**src/rtl/packet_scheduler.sv**
```systemverilog
// Buffers audio sample pairs and picks one data-island packet per slot (sample > ACR > InfoFrame > null).
// Selection registers 1 cycle after packet_slot; audio_ready drops while the sample FIFO is full.

module sync_fifo #(
  parameter int W     = 48,
  parameter int DEPTH = 4
) (
  input  logic         clk,
  input  logic         rst_n,
  input  logic         push_vld,
  output logic         push_rdy,
  input  logic [W-1:0] push_dat,
  input  logic         pop,
  output logic         head_vld,
  output logic [W-1:0] head_dat
);
  localparam int AW = (DEPTH > 1) ? $clog2(DEPTH) : 1;

  logic [W-1:0]  mem [DEPTH];
  logic [AW-1:0] wr_ptr;
  logic [AW-1:0] rd_ptr;
  logic [AW:0]   count;
  logic          do_push;
  logic          do_pop;

  assign push_rdy = (count != (AW+1)'(DEPTH));
  assign head_vld = (count != '0);
  // Head reads as zero when empty so downstream never sees stale storage.
  assign head_dat = head_vld ? mem[rd_ptr] : '0;
  assign do_push  = push_vld && push_rdy;
  assign do_pop   = pop && head_vld;

  always_ff @(posedge clk or negedge rst_n) begin
    if (!rst_n) begin
      wr_ptr <= '0;
      rd_ptr <= '0;
      count  <= '0;
    end else begin
      if (do_push) wr_ptr <= wr_ptr + 1'b1;
      if (do_pop)  rd_ptr <= rd_ptr + 1'b1;
      case ({do_push, do_pop})
        2'b10:   count <= count + 1'b1;
        2'b01:   count <= count - 1'b1;
        default: count <= count;
      endcase
    end
  end

  always_ff @(posedge clk) begin
    if (do_push) mem[wr_ptr] <= push_dat;
  end
endmodule

module packet_scheduler #(
  parameter int ACR_INTERVAL     = 25200,
  parameter int AUDIO_FIFO_DEPTH = 4
) (
  input  logic             clk_pixel,
  input  logic             reset_n,
  input  logic             packet_slot,
  input  logic             video_field_end,
  input  logic             audio_valid,
  output logic             audio_ready,
  input  logic [1:0][23:0] audio_sample_word_in,
  output logic [7:0]       frame_counter,
  output logic [1:0][23:0] audio_sample_word,
  input  logic [23:0]      asp_header,
  input  logic [3:0][55:0] asp_sub,
  input  logic [23:0]      acr_header,
  input  logic [3:0][55:0] acr_sub,
  input  logic [23:0]      aif_header,
  input  logic [3:0][55:0] aif_sub,
  output logic [23:0]      header,
  output logic [3:0][55:0] sub,
  output logic [7:0]       packet_type
);
  localparam int             TW         = (ACR_INTERVAL > 1) ? $clog2(ACR_INTERVAL) : 1;
  localparam logic [TW-1:0]  ACR_LAST   = TW'(ACR_INTERVAL - 1);
  localparam logic [7:0]     FRAME_LAST = 8'd191;
  localparam logic [7:0]     PT_NULL    = 8'h00;
  localparam logic [7:0]     PT_ACR     = 8'h01;
  localparam logic [7:0]     PT_ASP     = 8'h02;
  localparam logic [7:0]     PT_AIF     = 8'h84;

  typedef enum logic [1:0] {SEL_NULL, SEL_ASP, SEL_ACR, SEL_AIF} sel_t;

  logic [TW-1:0] acr_timer;
  logic          acr_tc;
  logic          acr_pending;
  logic          aif_pending;
  logic          fifo_head_vld;
  logic [47:0]   fifo_head_dat;
  logic          grant_asp;
  logic          grant_acr;
  logic          grant_aif;
  sel_t          sel;

  sync_fifo #(.W(48), .DEPTH(AUDIO_FIFO_DEPTH)) u_audio_fifo (
    .clk      (clk_pixel),
    .rst_n    (reset_n),
    .push_vld (audio_valid),
    .push_rdy (audio_ready),
    .push_dat (audio_sample_word_in),
    .pop      (grant_asp),
    .head_vld (fifo_head_vld),
    .head_dat (fifo_head_dat)
  );

  assign audio_sample_word = fifo_head_dat;
  assign acr_tc            = (acr_timer == ACR_LAST);

  always_comb begin
    sel = SEL_NULL;
    if (fifo_head_vld)    sel = SEL_ASP;
    else if (acr_pending) sel = SEL_ACR;
    else if (aif_pending) sel = SEL_AIF;
  end

  assign grant_asp = packet_slot && (sel == SEL_ASP);
  assign grant_acr = packet_slot && (sel == SEL_ACR);
  assign grant_aif = packet_slot && (sel == SEL_AIF);

  always_ff @(posedge clk_pixel or negedge reset_n) begin
    if (!reset_n) begin
      acr_timer     <= '0;
      acr_pending   <= 1'b0;
      aif_pending   <= 1'b1;
      frame_counter <= '0;
      header        <= '0;
      sub           <= '0;
      packet_type   <= PT_NULL;
    end else begin
      acr_timer <= acr_tc ? '0 : acr_timer + 1'b1;
      // A fresh request in the grant cycle wins over the clear.
      acr_pending <= acr_tc | (acr_pending & ~grant_acr);
      aif_pending <= video_field_end | (aif_pending & ~grant_aif);
      if (grant_asp) begin
        frame_counter <= (frame_counter == FRAME_LAST) ? 8'd0 : frame_counter + 8'd1;
      end
      if (packet_slot) begin
        case (sel)
          SEL_ASP: begin header <= asp_header; sub <= asp_sub; packet_type <= PT_ASP; end
          SEL_ACR: begin header <= acr_header; sub <= acr_sub; packet_type <= PT_ACR; end
          SEL_AIF: begin header <= aif_header; sub <= aif_sub; packet_type <= PT_AIF; end
          default: begin header <= '0;         sub <= '0;      packet_type <= PT_NULL; end
        endcase
      end
    end
  end
endmodule

```
**config.mk**
```make
export PLATFORM = sky130hd
export DESIGN_NAME = packet_scheduler
export DESIGN_NICKNAME = d
export VERILOG_FILES = /design/src/rtl/packet_scheduler.sv
export SDC_FILE = /design/constraint.sdc
export NUM_CORES = 1
export LEC_CHECK = 0
export BUFFER_PORTS_ARGS = -buffer_cell sky130_fd_sc_hd__buf_2
export CAP_MARGIN = 20
export CORE_AREA = 2 2 431 433
export DETAILED_ROUTE_END_ITERATION = 16
export DIE_AREA = 0 0 433 435
export PLACE_DENSITY = 0.3
export SLEW_MARGIN = 20
export SYNTH_ARGS = -nofsm -noshare
export SYNTH_HDL_FRONTEND = slang
export SYNTH_SLANG_ARGS = --single-unit
export TNS_END_PERCENT = 30
```
**constraint.sdc**
```tcl
create_clock -name clk_pixel -period 5.9 [get_ports clk_pixel]
set_input_delay 1.18 -clock clk_pixel [delete_from_list [all_inputs] [get_ports clk_pixel]]
set_output_delay 1.18 -clock clk_pixel [all_outputs]
set_load 0.005 [all_outputs]
```
==> results of run 1 <==
## power by group
part	leakage, nW	internal [mW]	switching [mW]	total, mW
Sequential	5.20	4.28	0.617	4.90
Combinational	7.69	1.91	3.08	4.99
Clock	1.07	2.45	1.75	4.20
Total	14.0	8.64	5.44	14.1
## layer usage
layer  routed length (um)  up-vias  GRT usage [%]
met1                54700    10464           16.6
met4                 2540        8           2.80
met5                   42        -              0
met2                69300      784           24.5
met3                16900      137           7.61
li1                     -     9227              -
## state kept, by name (all words and copies together), names as in the netlist, 3 cells and up
name / cells
acr_timer: 15
frame_counter: 8
header: 24
packet_type: 3
sub: 224
u_audio_fifo.count: 3
u_audio_fifo.mem: 192
## per-stage QoR
stage / total power [mW] / setup slack [ns]
CTS: 14.5 / 1.64
global route: 15.1 / 1.57
finish: 14.1 / 1.85
global placement: 10.2 / 2.46
floorplan: 7.07 / 3.12
detailed placement: 10.2 / 2.44
## cell usage in the layout (no fill, tap or decap), types with 2 or more instances in the layout
master | netlist | routed
and2_1 | 49 | 49
dfrtp_1 | 282 | 279
mux2_2 | 2 | 2
buf_2 | 41 | 1104
clkinv_1 | 0 | 5
clkbuf_1 | 119 | 12
diode_2 | 0 | 4
conb_1 | 1 | 4
clkinv_16 | 0 | 4
edfxtp_1 | 192 | 192
xor2_1 | 7 | 7
clkinv_2 | 0 | 7
o32ai_1 | 248 | 248
a221oi_1 | 248 | 248
nor4_1 | 3 | 3
dfrtp_4 | 0 | 2
o31ai_1 | 2 | 2
clkinvlp_4 | 0 | 5
bufinv_16 | 0 | 6
xnor2_1 | 17 | 17
nand2_1 | 14 | 14
nor2_1 | 268 | 268
buf_12 | 0 | 12
nor3_1 | 4 | 4
nand4_1 | 6 | 6
and3_1 | 6 | 2
mux4_2 | 48 | 48
inv_6 | 0 | 2
clkbuf_16 | 0 | 66
a21o_1 | 2 | 2
nand3_1 | 10 | 10
o21ai_0 | 4 | 4
buf_8 | 0 | 2
clkbuf_8 | 0 | 7
and3_2 | 0 | 4
inv_1 | 259 | 259
buf_4 | 17 | 12
ha_1 | 7 | 7
## area by class of cell
class,count,share of cell area [%]
repair buffers,1131,18.1
well taps,2480,9.52
multi-input cells,960,23.0
inverters,259,2.98
diodes,4,0.0307
flip-flops and latches,475,39.5
clock inverters,32,1.39
clock buffers,85,5.50
## worst paths after layout
check | startpoint | end | slack [ns] | depth (start not counted)
setup / recovery | u_audio_fifo.rd_ptr[0]$_DFFE_PN0P_ | audio_sample_word[38] | 1.85 | 4
hold / removal | reset_n | sub[162]$_DFFE_PN0P_ | 0.51 | 1
setup reg to reg | u_audio_fifo.count[0]$_DFFE_PN0P_ | sub[121]$_DFFE_PN0P_ | 2.73 | 6
hold reg to reg | sub[93]$_DFFE_PN0P_ | sub[93]$_DFFE_PN0P_ | 0.53 | 2
max in group asynchronous | reset_n | sub[32]$_DFFE_PN0P_ | 4.21 | 2
min in group clk_pixel | sub[93]$_DFFE_PN0P_ | sub[93]$_DFFE_PN0P_ | 0.53 | 2
## kinds of logic (layout without fill, tap and decap cells)
family                   after synthesis  count (layout)  share of synthesized area, %
flip-flops                           475             475                          58.2
AND/OR/NAND/NOR                      368             368                          7.22
XOR/XNOR                              24              24                         0.952
AO/OA/AOI/OAI                        505             505                          20.0
multiplexers                          51              51                          5.04
buffers and inverters                448            1507                          8.13
other                                  1               8                        0.0170
adder cells (fa/ha/maj)                8               8                         0.487
## worst reg2reg max path: cells and delay by family, from the launching register on
| kind | cells | cell delay (ns) |
|---|---|---|
| flip-flops | 1 | 0.45 |
| buffers and inverters | 3 | 0.94 |
| AND/OR/NAND/NOR | 1 | 0.58 |
| AO/OA/AOI/OAI | 2 | 1.00 |
==> metrics.md, run 1 <==
| Metric | Value |
|---|---|
| Vias in the first global route | `21164` |
| Initial antenna violation count | `37` |
| 1st-iter DRT viols | `between 1500 and 2000` |
| RSZ-0062 raised after global routing | `false` |
| Hold Slack | `0.509 ns` |
| F_max | `roughly 250 MHz` |
| Global-route wire length before repair | `190 mm` |
| Slew Limit Fails | `0` |
| Die Y | `435 um` |
| Hold Path Class | `primary input to async pin` |
| CTS Buf Count | `66` |
| CTS tree | `done` |
| Register area | `12900 um2` |
| Largest stage delay, worst path | `0.94 ns` |
| Power Dens Cells | `432 nW/um2` |
| PortBufs | `1105` |
| Worst-Skew Late Latency | `0.68 ns` |
| Layout Nets | `about 3700` |
| Fin cells | `5426` |
| Hold-fix buffers, CTS | `0` |
| Full die area | `188000 um2` |
| Status | `finished clean` |
| Antenna viol nets, final | `0` |
| Clock Path Buffers | `3` |
| Area Overhead vs Synth | `47.5%` |
| Via-to-Cell Ratio | `3.80` |
| DRC viols | `0` |
| Setup tns final | `0 ns` |
| CORE AREA | `184000 um2` |
| Critical path arrival | `about 2.9 ns` |
| Crit-path max FO | `37` |
| CTS sink count | `475` |
| WL/cell | `26.5 um` |
| Largest cells by area after synthesis | `dfrtp_1 32%, edfxtp_1 26%, a221oi_1 9.8%` |
| Setup Buffers After CTS | `0` |
| Setup violators final | `0` |
| Post-cts gate resize count | `0` |
| Detailed Routing Iterations Pass 1 | `5` |
| Worst Setup Path Type | `flop to output port` |
| Chip width | `approximately 430 um` |
| WL final | `144 mm` |
| Routability cong. | `just over 0.9` |
| Placed Cells | `5304` |
| Clk slew on worst S/H paths | `around 0.070 ns` |
| Slowest-stage cell, CP | `dfrtp_4` |
| Largest net degree at the start of global routing | `around 160` |
| Placed cell areas | `30300 um2` |
| Top cell type by total area after synthesis | `dfrtp_1` |
| Share of layout cells above drive strength 1 | `roughly 44%` |
| Worst Setup Start Kind | `flop` |
| Cells along the critical path | `buf_4, mux4_2, and2_1, buf_2` |
| Static Leakage | `14.0 nW` |
| Final setup skew | `between 0.02 and 0.03 ns` |
| Multi-input logic area | `7490 um2` |
| Mapped Cells | `1880` |
| Max_cap viols | `0` |
| Top post-synthesis cells by count | `282 x dfrtp_1, 268 x nor2_1, 259 x inv_1, 248 x a221oi_1, 248 x o32ai_1` |
| EDFF count, synth | `192` |
| Hpwl dp | `112 mm` |
| Slew HR | `20.0%` |
| Post-synthesis cell area | `around 22000 um2` |
| Fin crit period | `4.05 ns` |
| VDD IR max | `216 uV` |
| Hold Vio Cnt, Final | `0` |
| Synthesized flop and latch total | `475` |
| Required @ worst endpoint | `about 4.7 ns` |
| H-tree levels | `3` |
| Sequential element share of the synthesized area | `58.2%` |
| Vias | `~21000` |
| Synth top area share | `about a third` |
| Least-Margin Pin Slew | `1.20 ns` |
| GRT Util Overall | `14.7%` |
| CTS root buf | `clkbuf_16` |
| CP endpoint kind | `output port` |
| Crit path buffers/inverters | `2` |
| FP Rows | `158` |
| Distinct cells, synth | `37` |
| Fin area | `32600 um2` |
| Syn avg cell area | `about 12 um2` |
| IO Pins | `1110` |
| Layout Utilization | `between 10% and 20%` |
| Starting density of the core | `about 12%` |
| Post-synth ARST share | `between 50% and 60%` |
| Synth Flop Type | `dfrtp_1` |
| Fill cells | `slightly above 20000` |
| Yosys Warn Count | `0` |
| Count leader, synth | `dfrtp_1` |
| Crit path max-delay family | `flip-flops` |
| Fin crit share | `68.7%` |
| Grt ovf | `0` |
(Power assumes the default switching activity.)
==> run 2, diff against run 1 <==
--- a/config.mk
+++ b/config.mk
@@ -5,6 +5,7 @@
 export SDC_FILE = /design/constraint.sdc
 export NUM_CORES = 1
 export LEC_CHECK = 0
+export ABC_AREA = 1
 export BUFFER_PORTS_ARGS = -buffer_cell sky130_fd_sc_hd__buf_2
 export CAP_MARGIN = 20
 export CORE_AREA = 2 2 431 433
==> constraint.sdc (replaced) <==
create_clock -name clk_pixel -period 3.3 [get_ports clk_pixel]
set_input_delay 0.66 -clock clk_pixel [delete_from_list [all_inputs] [get_ports clk_pixel]]
set_output_delay 0.66 -clock clk_pixel [all_outputs]
set_load 0.005 [all_outputs]
==> metrics.md, run 2 <==
| Metric | Value |
|---|---|
| Count leader, synth | `nand2_1 (was dfrtp_1)` |
| Clock Path Buffers | `3 (unchanged)` |
| Via-to-Cell Ratio | `4.04 (was 3.80)` |
| Starting density of the core | `13.1% (was 12.0%)` |
| RSZ-0062 raised after global routing | `false (unchanged)` |
| Setup violators final | `0 (unchanged)` |
| Status | `finished clean (unchanged)` |
| Worst-Skew Late Latency | `0.67 ns (was 0.68 ns)` |
| Met1 Use GR | `19.8% (was 16.6%)` |
| Pre-CTS setup slack | `0.723 ns (was 2.44 ns)` |
| Yosys Warn Count | `0 (unchanged)` |
| Critical path arrival | `2.33 ns (was 2.87 ns)` |
| Initial antenna violation count | `67 (was 37)` |
| Routability cong. | `0.915 (was 0.914)` |
| H-tree levels | `3 (unchanged)` |
| CTS sink count | `475 (unchanged)` |
| R2R cell count | `6 (unchanged)` |
| Least-Margin Pin Slew | `1.13 ns (was 1.20 ns)` |
| FP Rows | `158 (unchanged)` |
| Fin crit period | `between 2 and 3 ns` |
| Sequential element share of the synthesized area | `53.2% (was 58.2%)` |
| Setup Buffers After CTS | `0 (unchanged)` |
| Post-synthesis cell area | `24100 um2 (was 22100 um2)` |
| Hold Vio Cnt, Final | `0 (unchanged)` |
| Fin crit share | `90.7%` |
| Vias | `26524 (was 20620)` |
| Most Used Layer, Global Route | `met2 (unchanged)` |
| Hold Path Depth | `2` |
| Clk slew on worst S/H paths | `0.06 ns (was 0.07 ns)` |
| GRT Util Overall | `15.8% (was 14.7%)` |
| Static Leakage | `16.6 nW (was 14.0 nW)` |
| Synth top area share | `29.2% (was 31.9%)` |
| Top post-synthesis cells by count | `1056 x nand2_1, 509 x nand3_1, 282 x dfrtp_1, 253 x nand4_1, 233 x nor2_1 (was 282 x dfrtp_1, 268 x nor2_1, 259 x inv_1, 248 x a221oi_1, 248 x o32ai_1)` |
| Max_cap viols | `0 (unchanged)` |
| Hpwl dp | `117 mm (was 112 mm)` |
| DRC viols | `0 (unchanged)` |
| Area share of fa/ha/maj cells after synthesis | `0.446% (was 0.487%)` |
| Post-synth ARST share | `59.6% (unchanged)` |
| EDFF count, synth | `192 (unchanged)` |
| PortBufs | `1105 (unchanged)` |
| Register area | `12900 um2 (about the same)` |
| Hold Path Class | `primary input to flop (was primary input to async pin)` |
| Layout Nets | `4813 (was 3698)` |
| F_max | `334 MHz` |
| IO Pins | `1110 (unchanged)` |
| Mapped Cells | `3019 (was 1880)` |
| WL/cell | `23.8 um (was 26.5 um)` |
| Worst Setup Start Kind | `flop (unchanged)` |
| Top reg by flops | `sub (unchanged)` |
| Largest cells by area after synthesis | `dfrtp_1 29%, edfxtp_1 24%, nand2_1 16% (was dfrtp_1 32%, edfxtp_1 26%, a221oi_1 9.8%)` |
| Distinct cells, synth | `26 (was 37)` |
| Grt ovf | `0 (unchanged)` |
| 1st-iter DRT viols | `1868 (was 1561)` |
| Antenna viol nets, final | `0 (unchanged)` |
| Detailed Routing Iterations Pass 1 | `5 (unchanged)` |
| Share of layout cells above drive strength 1 | `31.8% (was 44.0%)` |
| Top cell type by total area after synthesis | `dfrtp_1 (unchanged)` |
| Slew Limit Fails | `0 (unchanged)` |
| Setup tns final | `0 ns (unchanged)` |
| Die Y | `435 um (unchanged)` |
| VDD IR max | `593 uV (was 216 uV)` |
| Slew HR | `25.0% (was 20.0%)` |
| Largest register FFs | `224 (unchanged)` |
| Chip width | `433 um (unchanged)` |
| Syn avg cell area | `7.99 um2 (was 11.7 um2)` |
| Global-route wire length before repair | `212 mm (was 190 mm)` |
| Fill cells | `20916 (was 20606)` |
| Full die area | `188000 um2 (unchanged)` |
| CP endpoint kind | `output port (unchanged)` |
| Vias in the first global route | `26335 (was 21164)` |
| Post-synthesis mux area share | `0% (was 5.04%)` |
| Synth Area in Simple Gates | `37.4% (was 7.22%)` |
| Worst Setup Path Type | `flop to output port (unchanged)` |
| Synth Flop Type | `dfrtp_1 (unchanged)` |
| Largest family of logic cells by synthesized area | `simple AND/OR/NAND/NOR gates (was compound AO/OA/AOI/OAI gates)` |
| Required @ worst endpoint | `2.64 ns (was 4.72 ns)` |
| Crit-path max FO | `97 (was 37)` |
| Compound-Gate Fraction of Synth Area | `3.31% (was 20.0%)` |
| Final setup skew | `0.0431 ns (was 0.0291 ns)` |
| Power Dens Cells | `854 nW/um2 (was 432 nW/um2)` |
| Largest net degree at the start of global routing | `155 (was 161)` |
| CTS root buf | `clkbuf_16 (unchanged)` |
| CORE AREA | `184000 um2 (unchanged)` |
| Commonest non-fill, non-tap cells in the layout | `1103 x buf_2, 1056 x nand2_1, 509 x nand3_1, 279 x dfrtp_1, 253 x nand4_1 (was 1104 x buf_2, 279 x dfrtp_1, 268 x nor2_1, 259 x inv_1)` |
| Multi-input logic area | `10100 um2 (was 7490 um2)` |
| Top Registers | `sub x224, u_audio_fifo.mem x192, header x24 (unchanged)` |
| Synthesized flop and latch total | `475 (unchanged)` |
| Met3 Usage GRT | `6.33% (was 7.61%)` |
| Slack of the critical path | `0.307 ns (was 1.85 ns)` |
| Area Overhead vs Synth | `45.3% (was 47.5%)` |
| Met2 Use GR | `24.9% (was 24.5%)` |
| WL final | `157 mm (was 144 mm)` |
| XOR/XNOR share of the synthesized area | `0.399% (was 0.952%)` |
| CTS Buf Count | `70 (was 66)` |
| CTS tree | `done (unchanged)` |
| Commonest non-fill, non-tap cell in the layout | `buf_2 (unchanged)` |
-- run 2: changes by cell type after synthesis, moves of 219 or more --
cell | previous run | this run
nand2_1 | 14 | 1056
nand3_1 | 10 | 509
a221oi_1 | 248 | 0
o32ai_1 | 248 | 0
nand4_1 | 6 | 253
inv_1 | 259 | 40
-- run 2: cells by family after synthesis --
family	Yosys count
other cells	1
buf+inv	305
xor+xnor	11
fa+ha+maj	8
compound gates	159
simple gates	2060
flops	475
-- run 2: worst paths after layout --
| kind | from | endpoint | slack [ns] |
|---|---|---|---|
| hold reg to reg | sub[94]$_DFFE_PN0P_ | sub[94]$_DFFE_PN0P_ | 0.47 |
| setup reg to reg | u_audio_fifo.count[1]$_DFFE_PN0P_ | sub[215]$_DFFE_PN0P_ | 0.92 |
| max in group asynchronous | reset_n | header[14]$_DFFE_PN0P_ | 1.77 |
| setup / recovery | u_audio_fifo.rd_ptr[0]$_DFFE_PN0P_ | audio_sample_word[29] | 0.31 |
| min in group asynchronous | reset_n | sub[78]$_DFFE_PN0P_ | 0.51 |
| hold / removal | video_field_end | aif_pending$_DFF_PN1_ | 0.18 |
-- run 2: repair_timing --
item | in CTS | in global routing
hold endpoints to repair | 28 | 0
hold buffers | 1 | 0
endpoints found under the setup margin | 15 | 0
gates resized for setup | 1 | 0
-- run 2: critical path: stages (launching register included) --
cell and delay (ns):
dfrtp_2 0.40, buf_12 0.37, nor2_1 0.10, nor2_1 0.09
o21ai_0 0.13, a21oi_1 0.28, buf_2 0.17
-- run 2: where the power goes --
| group | total, mW | leakage, nW | internal, mW | switching [mW] |
|---|---|---|---|---|
| combinational | 13.4 | 10.2 | 3.88 | 9.54 |
| sequential | 8.60 | 5.23 | 7.74 | 0.863 |
| clock | 7.92 | 1.15 | 4.78 | 3.14 |
| total | 29.9 | 16.6 | 16.4 | 13.5 |
-- run 2: through the flow --
| step | area (um2) | utilization (%) | total power, mW | std cells | hold slack, ns |
|---|---|---|---|---|---|
| 2_1_floorplan | 24100 | - | 15.0 | 3022 | 0.364 |
| 3_3_place_gp | 32600 | 17.7 | 22.6 | 6415 | 0.458 |
| 3_5_place_dp | 32600 | 17.7 | 22.4 | 6415 | 0.460 |
| 4_1_cts | 35000 | 19.0 | 30.7 | 6541 | 0.0709 |
| 5_1_grt | 35100 | 19.0 | 32.0 | 6557 | 0.103 |
| 6_report | 35100 | 19.1 | 29.9 | 6567 | 0.175 |
-- run 2: final cells by class --
| type | instances | area share (%) |
|---|---|---|
| clock buffers | 94 | 5.42 |
| repair buffers | 1174 | 18.3 |
| inverters | 45 | 0.553 |
| well taps | 2480 | 8.85 |
| diodes | 26 | 0.185 |
| clock inverters | 31 | 1.31 |
| flip-flops and latches | 475 | 36.6 |
| multi-input cells | 2242 | 28.8 |
-- run 2: per-layer routing --
metal | routed length, um | part of all wire (%)
met1 | 65400 | 42
met2 | 71700 | 46
met3 | 15400 | 9.8
met4 | 3900 | 2.5
met5 | 145 | 0.093
